--- config.mk ---
export PLATFORM = sky130hd
export DESIGN_NAME = corr_argmax
export DESIGN_NICKNAME = d
export VERILOG_FILES = /design/src/rtl/corr_argmax.sv
export SDC_FILE = /design/constraint.sdc
export NUM_CORES = 1
export LEC_CHECK = 0
export ABC_CLOCK_PERIOD_IN_PS = 3510
export CAP_MARGIN = 10
export CORE_AREA = 2 2 102 104
export DETAILED_ROUTE_END_ITERATION = 10
export DIE_AREA = 0 0 104 106
export GPL_ROUTABILITY_DRIVEN = 1
export PLACE_DENSITY = 0.55
export SYNTH_ARGS = -nofsm -noshare
export SYNTH_HDL_FRONTEND = slang
export SYNTH_SLANG_ARGS = --single-unit
--- constraint.sdc ---
create_clock -name clk -period 3.51 [get_ports clk]
set_input_delay 0.8775 -clock clk [delete_from_list [all_inputs] [get_ports clk]]
set_output_delay 0.8775 -clock clk [all_outputs]
set_load 0.05 [all_outputs]
--- src/rtl/corr_argmax.sv ---
// Streaming argmax of |din| over NUM_COL correlation samples with saturating abs and lowest-index tie-break.
// Define ARGMAX_MASK_EN to add a per-column exclusion mask for OMP support tracking.
module corr_argmax #(
  parameter int DATA_W  = 16,
  parameter int NUM_COL = 32,
  parameter int IDX_W   = 5
) (
  input  logic              clk,
  input  logic              rst,
  input  logic              start,
  input  logic              din_valid,
  input  logic [DATA_W-1:0] din,
  input  logic              sel_commit,
  input  logic              mask_clear,
  output logic              busy,
  output logic              done,
  output logic              max_valid,
  output logic [IDX_W-1:0]  max_idx,
  output logic [DATA_W-1:0] max_val
);

  typedef enum logic [1:0] {IDLE, SCAN, DONE} state_e;

  localparam logic [DATA_W-1:0] MOST_NEG = {1'b1, {(DATA_W-1){1'b0}}};
  localparam logic [DATA_W-1:0] MOST_POS = {1'b0, {(DATA_W-1){1'b1}}};
  localparam logic [IDX_W-1:0]  LAST_COL = IDX_W'(NUM_COL - 1);

  state_e            state_q, state_d;
  logic [IDX_W-1:0]  cnt_q, cnt_d;
  logic [DATA_W-1:0] best_abs_q, best_abs_d;
  logic              max_valid_q, max_valid_d;
  logic [IDX_W-1:0]  max_idx_q, max_idx_d;
  logic [DATA_W-1:0] max_val_q, max_val_d;

  logic [DATA_W-1:0] din_abs;
  logic              eligible;
  logic              restart;
  logic              accept;

  // Start in DONE is deliberately dropped; the FSM returns to IDLE and sees it there.
  assign restart = start && (state_q != DONE);
  assign accept  = (state_q == SCAN) && din_valid && !start;

  always_comb begin
    if (din == MOST_NEG)     din_abs = MOST_POS;
    else if (din[DATA_W-1]) din_abs = -din;
    else                     din_abs = din;
  end

`ifdef ARGMAX_MASK_EN
  logic [NUM_COL-1:0] mask_q;

  // NOTE: the mask is a plain register vector, not a RAM, so it takes the async reset like any other state.
  always_ff @(posedge clk or posedge rst) begin
    if (rst)                              mask_q <= '0;
    else if (mask_clear)                  mask_q <= '0;
    else if (sel_commit && max_valid_q)   mask_q[max_idx_q] <= 1'b1;
  end

  assign eligible = !mask_q[cnt_q];
`else
  logic unused_mask_ports;
  assign unused_mask_ports = sel_commit | mask_clear;
  assign eligible          = 1'b1;
`endif

  // NOTE: sequential state uses non-blocking assignments so every register samples pre-edge values.
  always_ff @(posedge clk or posedge rst) begin
    if (rst) state_q <= IDLE;
    else     state_q <= state_d;
  end

  // NOTE: every combinational output gets a default first, so no path can infer a latch.
  always_comb begin
    state_d = state_q;
    unique case (state_q)
      IDLE:    if (start) state_d = SCAN;
      SCAN:    if (!start && din_valid && (cnt_q == LAST_COL)) state_d = DONE;
      DONE:    state_d = IDLE;
      default: state_d = IDLE;
    endcase
  end

  always_comb begin
    busy = (state_q == SCAN);
    done = (state_q == DONE);
  end

  always_comb begin
    cnt_d       = cnt_q;
    best_abs_d  = best_abs_q;
    max_valid_d = max_valid_q;
    max_idx_d   = max_idx_q;
    max_val_d   = max_val_q;
    if (restart) begin
      cnt_d       = '0;
      best_abs_d  = '0;
      max_valid_d = 1'b0;
      max_idx_d   = '0;
      max_val_d   = '0;
    end else if (accept) begin
      cnt_d = cnt_q + 1'b1;
      // Strict compare keeps the earliest column on ties.
      if (eligible && (!max_valid_q || (din_abs > best_abs_q))) begin
        best_abs_d  = din_abs;
        max_valid_d = 1'b1;
        max_idx_d   = cnt_q;
        max_val_d   = din;
      end
    end
  end

  always_ff @(posedge clk or posedge rst) begin
    if (rst) begin
      cnt_q       <= '0;
      best_abs_q  <= '0;
      max_valid_q <= 1'b0;
      max_idx_q   <= '0;
      max_val_q   <= '0;
    end else begin
      cnt_q       <= cnt_d;
      best_abs_q  <= best_abs_d;
      max_valid_q <= max_valid_d;
      max_idx_q   <= max_idx_d;
      max_val_q   <= max_val_d;
    end
  end

  assign max_valid = max_valid_q;
  assign max_idx   = max_idx_q;
  assign max_val   = max_val_q;

endmodule
==> results.yml, run 1 <==
timing:
  worst_pin_slew_ns: 0.976
  finalClockSkew_ns: 0.0101
  rsz0062_at_grt: "yes"
  finalHoldViolations: 0
  whs_ns: 0.477
  drv_slew: 0
  setup_ws_ns: -0.160
  slew_headroom_pct: 34.8
  finalCriticalPeriod_ns: 3.67
  setup_viol_count_final: 35
  clock.fmax_mhz: 273
  fin_crit_sh_pct: 105
placed_design:
  post-place-ws_ns: -0.802
  placed_area_mm2: 0.00385
  place_congestion: 0.745
  dp_cells: 519
  hpwl_um: 5320
  port_buffers: 43
routing:
  drt-pass1-iter-count: 4
  routed_via_density: 4.66
  ant_nets: 0
  drcViolationCount: 0
  drt_iter0_markers: 113
  wl_um: 7840
  vias: 2556
  avgRoutedWirePerCell_um: 14.3
worst_setup_path:
  regToRegStartpoint: "best_abs_q[15]"
  cp_max_fo: 7
  critical_path.cell_chain: "buf_6 > or3_4 > buf_6 > o41ai_4 > mux2i_2 > ha_1 > nand4_1 > nor4_4 > buf_4 > a41o_1 > a31oi_4 > buf_6 > buf_12 > mux2_4"
  arrival_ns: 3.86
  crit_type: "primary input to register"
  cp_top_family: "compound AO/OA/AOI/OAI gates"
  cp-start-kind: "primary input"
  cpMostUsedCell: "buf_6"
  cp-startpoint: "din[2]"
  critical_path_buf_inv_count: 5
  cp-end-kind: "register"
  worst-endpoint-required_ns: 3.70
  slowest_stage: "o41ai_4"
  crit_path_max_incr_delay_ns: 0.39
power:
  p_leak_uw: 0.00216
  clkPwrFrac_pct: 30.4
  ir_worst_vdd_mv: 0.169
  comb_power_share_pct: 33.1
  pwr-share-seq_pct: 36.5
  sw_frac_of_total_pct: 31.9
  cellPowerDensity_mw_per_mm2: 367
  switchingPower_uw: 509
  intPower_uw: 1090
synthesis:
  syn_inst: 303
  synth-edff-count: 0
  synth-seq-cells: 45
  synthTopCellsByArea: "dfrtp_1 39%, mux2i_1 10%, ha_1 8.2%"
  synthArstFlopShare_pct: 100
  synth_most_common_cell: "dfrtp_1"
  avgSynthCellArea_um2: 9.56
  synthesis.nets: 344
  synth_cell_types: 49
  yosysTopAreaCellShare_pct: 38.9
  synth_area_mm2: 0.00290
  synthFlopType: "dfrtp_1"
  ys_seq_area_share_pct: 38.9
  synth_warnings: 0
  ys_top_cells_by_count: "45 x dfrtp_1, 42 x nand2_1, 40 x inv_1"
  synth_largest_area_cell: "dfrtp_1"
grt:
  grt_pass1_wl_um: 13200
  grt_antenna_before_repair: 0
  grt.total_usage_pct: 15.0
  grt_max_degree: 46
  grt_pass1_vias: 2635
  grt_overflow: 0
finish:
  nFillCells: 1015
  seqCellArea_mm2: 0.00113
  multi_input_area_mm2: 0.00172
  final_nets: 453
  design_area_mm2: 0.00435
  final_util_pct: 43.5
  antenna_cells: 0
  drive_gt1_share_pct: 30.0
  final_cells: 549
  area_growth_pct: 50.0
cts:
  cts_buffer_depth: 2
  clkSinkCount: 45
  root_buffer: "clkbuf_8"
  htree_levels: 2
  cts_tree: "done"
  clk_latency_ns: 0.31
  path_clk_slew_ns: 0.10
  numCtsBuffers: 5
die:
  rows: 37
  die_w_um: 104
  start_util_pct: 29.0
  ioPinCount: 46
  core_mm2: 0.0100
  die-area_mm2: 0.0110
  die_h_um: 106
outcome:
  status: "finished, violations left"
  violations: "setup timing"
worst_hold_path:
  hold_path_class: "register to register"
  worstHoldStart: "state_q[1]"
flow_run:
  max_cap_viol_count: 0
## layer usage
metal	vias up	track usage [%]	routed length [µm]
li1	1269	-	-
met1	1240	19.6	3650
met2	35	25.1	3830
met3	12	2.82	223
met4	0	4.54	132
met5	-	0	0
## layout make-up
cell class	count	area share (%)
Clock buffer	5	1.58
Clock inverter	3	1.50
Sequential cell	45	25.9
Timing Repair Buffer	115	24.1
Tap cell	136	3.91
Multi-Input combinational cell	205	39.6
Inverter	40	3.45
## power groups by stage
stage / logic (µW) / clock network [µW] / registers, µW
final: 528 / 485 / 581
after global routing: 574 / 521 / 587
after CTS: 527 / 490 / 582
after detailed placement: 463 / 0 / 591
after global placement: 455 / 0 / 590
after floorplan: 215 / 0 / 660
## flip-flops by register name, indices dropped and copies added (netlist names)
register    cells
max_valid       1
max_val        16
max_idx         5
state_q         2
best_abs_q     16
cnt_q           5
## cell families after synthesis
| logic type | count (synthesis) | synth area share [%] |
|---|---|---|
| adder cells (fa/ha/maj) | 19 | 8.20 |
| buffers and inverters | 53 | 8.12 |
| flip-flops | 45 | 38.9 |
| XOR/XNOR | 8 | 2.42 |
| multiplexers | 41 | 15.0 |
| AND/OR/NAND/NOR | 88 | 16.0 |
| AO/OA/AOI/OAI | 49 | 11.4 |
## per-stage QoR
stage          total power (µW)  TNS, ns
2_1_floorplan               875   -0.157
3_3_place_gp               1050   -25.67
3_5_place_dp               1050   -28.27
4_1_cts                    1600    -4.02
5_1_grt                    1680    -8.72
6_report                   1590    -4.25
## path summary, 6_finish.rpt
check / slack, ns / depth (start not counted) / to
setup reg to reg: 1.15 / 10 / best_abs_q[8]
setup / recovery: -0.16 / 14 / best_abs_q[8]
hold reg to reg: 0.48 / 1 / state_q[0]
hold / removal: 0.48 / 1 / state_q[0]
min in group asynchronous: 1.10 / 2 / max_val[8]
max in group asynchronous: 1.80 / 2 / best_abs_q[1]
## cells in the final DEF, fill, tap and decap left out, types with 3 or more instances in the layout
cell	n
ha_1	17
nand4_1	4
xor2_1	6
and2_1	3
nor2_1	15
nand2_1	42
dlygate4sd2_1	9
a21oi_1	15
clkdlybuf4s50_1	27
and3_1	3
o21ai_0	4
buf_2	4
nand3_1	4
dfrtp_1	45
mux2i_1	28
nand2b_1	3
inv_1	38
clkbuf_8	5
a41oi_1	6
nor4_4	3
buf_6	14
mux2_4	10
buf_4	55
## timing repair
item                       CTS  global route
setup endpoints to repair   37            37
setup buffers               18             2
pin swaps                   21             4
resized for setup           78             6
cloned                       3             0
hold buffers                 0             0
(Power assumes the default switching activity.)
==> run 2: changes to the inputs <==
--- a/config.mk
+++ b/config.mk
@@ -5,9 +5,10 @@
 export SDC_FILE = /design/constraint.sdc
 export NUM_CORES = 1
 export LEC_CHECK = 0
-export ABC_CLOCK_PERIOD_IN_PS = 3510
+export ABC_CLOCK_PERIOD_IN_PS = 4650
 export CAP_MARGIN = 10
 export CORE_AREA = 2 2 102 104
+export CTS_CLUSTER_DIAMETER = 80
 export DETAILED_ROUTE_END_ITERATION = 10
 export DIE_AREA = 0 0 104 106
 export GPL_ROUTABILITY_DRIVEN = 1
==> constraint.sdc (replaced) <==
create_clock -name clk -period 4.65 [get_ports clk]
set_input_delay 1.1625 -clock clk [delete_from_list [all_inputs] [get_ports clk]]
set_output_delay 1.1625 -clock clk [all_outputs]
set_load 0.05 [all_outputs]
==> run 2 against run 1 <==
Compared with the run above:
- clock power shrank 25%
- first-iteration DRC count fell by 26%
- critical endpoint is now best_abs_q[7]
- sequential power shrank 25%
- final cell count fell by 7.5%
- count of clock-buffer cells in the layout stayed put
- the flow now finishes without violations
- core utilization is 5.2 points lower
- design area shrank 12%
- via count is 10% lower
- critical path type unchanged
- sequential cell count unchanged
- worst setup slack improved by 0.50 ns
==> results.yml, run 2 (same netlist as run 1, synthesis figures left out) <==
cts:
  root_buffer: "clkbuf_8"
  cts_setup_buffers: 0
  clkSinkCount: 45
  path_clk_slew_ns: 0.09
  clk_latency_ns: 0.30
  numCtsBuffers: 5
  cts_resized: 0
  postCtsHoldBufs: 0
  cts_tree: "done"
  htree_levels: 2
  cts_buffer_depth: 2
timing:
  finalHoldViolations: 0
  clock.fmax_mhz: 232
  rsz0062_at_grt: "no"
  finalClockSkew_ns: 0.00917
  finalCriticalPeriod_ns: 4.31
  setup_viol_count_final: 0
  slew_headroom_pct: 38.4
  timing.setup.tns_ns: 0
  setup_ws_ns: 0.341
  drv_slew: 0
  fin_crit_sh_pct: 92.7
  worst_pin_slew_ns: 0.921
grt:
  grt_antenna_before_repair: 0
  grt_overflow: 0
  grt.total_usage_pct: 12.9
  grt_pass1_wl_um: 11700
  grt_max_degree: 46
  grt_pass1_vias: 2468
worst_setup_path:
  cp.depth: 14
  cp-end-kind: "register"
  arrival_ns: 4.50
  crit_type: "primary input to register"
  regToRegStartpoint: "best_abs_q[15]"
  cp_max_fo: 13
  cpMostUsedCell: "ha_1"
  critical_path.cell_chain: "clkdlybuf4s50_1 > inv_1 > ha_1 > nor3b_2 > buf_4 > a31oi_1 > mux2i_1 > ha_1 > nand4_1 > nor4_4 > o21ai_1 > a31oi_4 > buf_12 > mux2_2"
  cp-start-kind: "primary input"
  slowest_stage: "clkdlybuf4s50_1"
  critical_path_buf_inv_count: 4
  r2r_cells: 8
  r2r-end: "best_abs_q[7]"
  cp_top_family: "buffers and inverters"
  ff2ff_setup_slack_ns: 2.38
  worst-endpoint-required_ns: 4.84
  crit_path_max_incr_delay_ns: 0.42
placed_design:
  placed_area_mm2: 0.00369
  port_buffers: 43
  place_congestion: 0.798
  hpwl_um: 5040
  post-place-ws_ns: 0.00955
flow_run:
  max_cap_viol_count: 0
die:
  rows: 37
  die-area_mm2: 0.0110
  die_w_um: 104
  ioPinCount: 46
  start_util_pct: 29.0
  die_h_um: 106
  core_mm2: 0.0100
power:
  total_power_uw: 1120
  ir_worst_vdd_mv: 0.101
  p_leak_uw: 0.00186
  cellPowerDensity_mw_per_mm2: 294
worst_hold_path:
  worstHoldStart: "state_q[1]"
  hold_path_class: "register to register"
  min_delay_path_depth: 1
  holdPathEnd: "state_q[0]"
finish:
  design_area_mm2: 0.00382
  layout_commonest_cell: "dfrtp_1"
  final_cell_mix: "45 x dfrtp_1, 43 x clkdlybuf4s50_1, 42 x nand2_1"
  antenna_cells: 0
  drive_gt1_share_pct: 14.8
  final_nets: 412
  area_growth_pct: 32.0
routing:
  drcViolationCount: 0
  routed_via_density: 4.52
  ant_nets: 0
  drt-pass1-iter-count: 4
  drt_iter0_markers: 84
  avgRoutedWirePerCell_um: 13.1
  vias: 2296
  wl_um: 6660
outcome:
  status: "finished clean"
==> run 2: cell type report <==
cell class | instances | area (µm²)
fill | 1039 | 6180
sequential | 45 | 1130
tap | 136 | 170
clock inverter | 3 | 68.8
timing repair buffer | 74 | 688
inverter | 40 | 150
multi-input combinational | 205 | 1550
clock buffer | 5 | 68.8
==> run 2: stage by stage <==
stage	hold slack, ns	instances	utilization (%)
final	0.482	508	38.2
after global routing	0.515	508	38.2
after CTS	0.481	508	38.2
after detailed placement	0.467	500	36.9
after global placement	0.450	500	36.9
after floorplan	0.439	303	-
==> run 2: layer usage <==
metal	part of all wire, %	vias to the layer above	global-route usage (%)
met5	0	-	0
met4	0.80	0	2.90
met3	2.7	4	2.51
met2	48	27	22.2
met1	48	1085	16.9
li1	-	1180	-
==> run 2: worst max path at each step <==
stage / end / slack [ns] / start
3_3_place_gp: best_abs_q[12] / 0.05 / din[6]
6_report: best_abs_q[7] / 0.34 / din[0]
3_5_place_dp: best_abs_q[13] / 0.01 / din[0]
4_1_cts: best_abs_q[13] / 0.31 / din[0]
2_1_floorplan: max_idx[4] / 0.70 / din[1]
5_1_grt: max_val[13] / 0.04 / din[0]
==> run 2: report_power, final <==
| part | internal [µW] | switching (µW) | total (µW) |
|---|---|---|---|
| sequential | 423 | 15.6 | 438 |
| combinational | 136 | 189 | 325 |
| clock | 216 | 145 | 362 |
| total | 776 | 349 | 1120 |
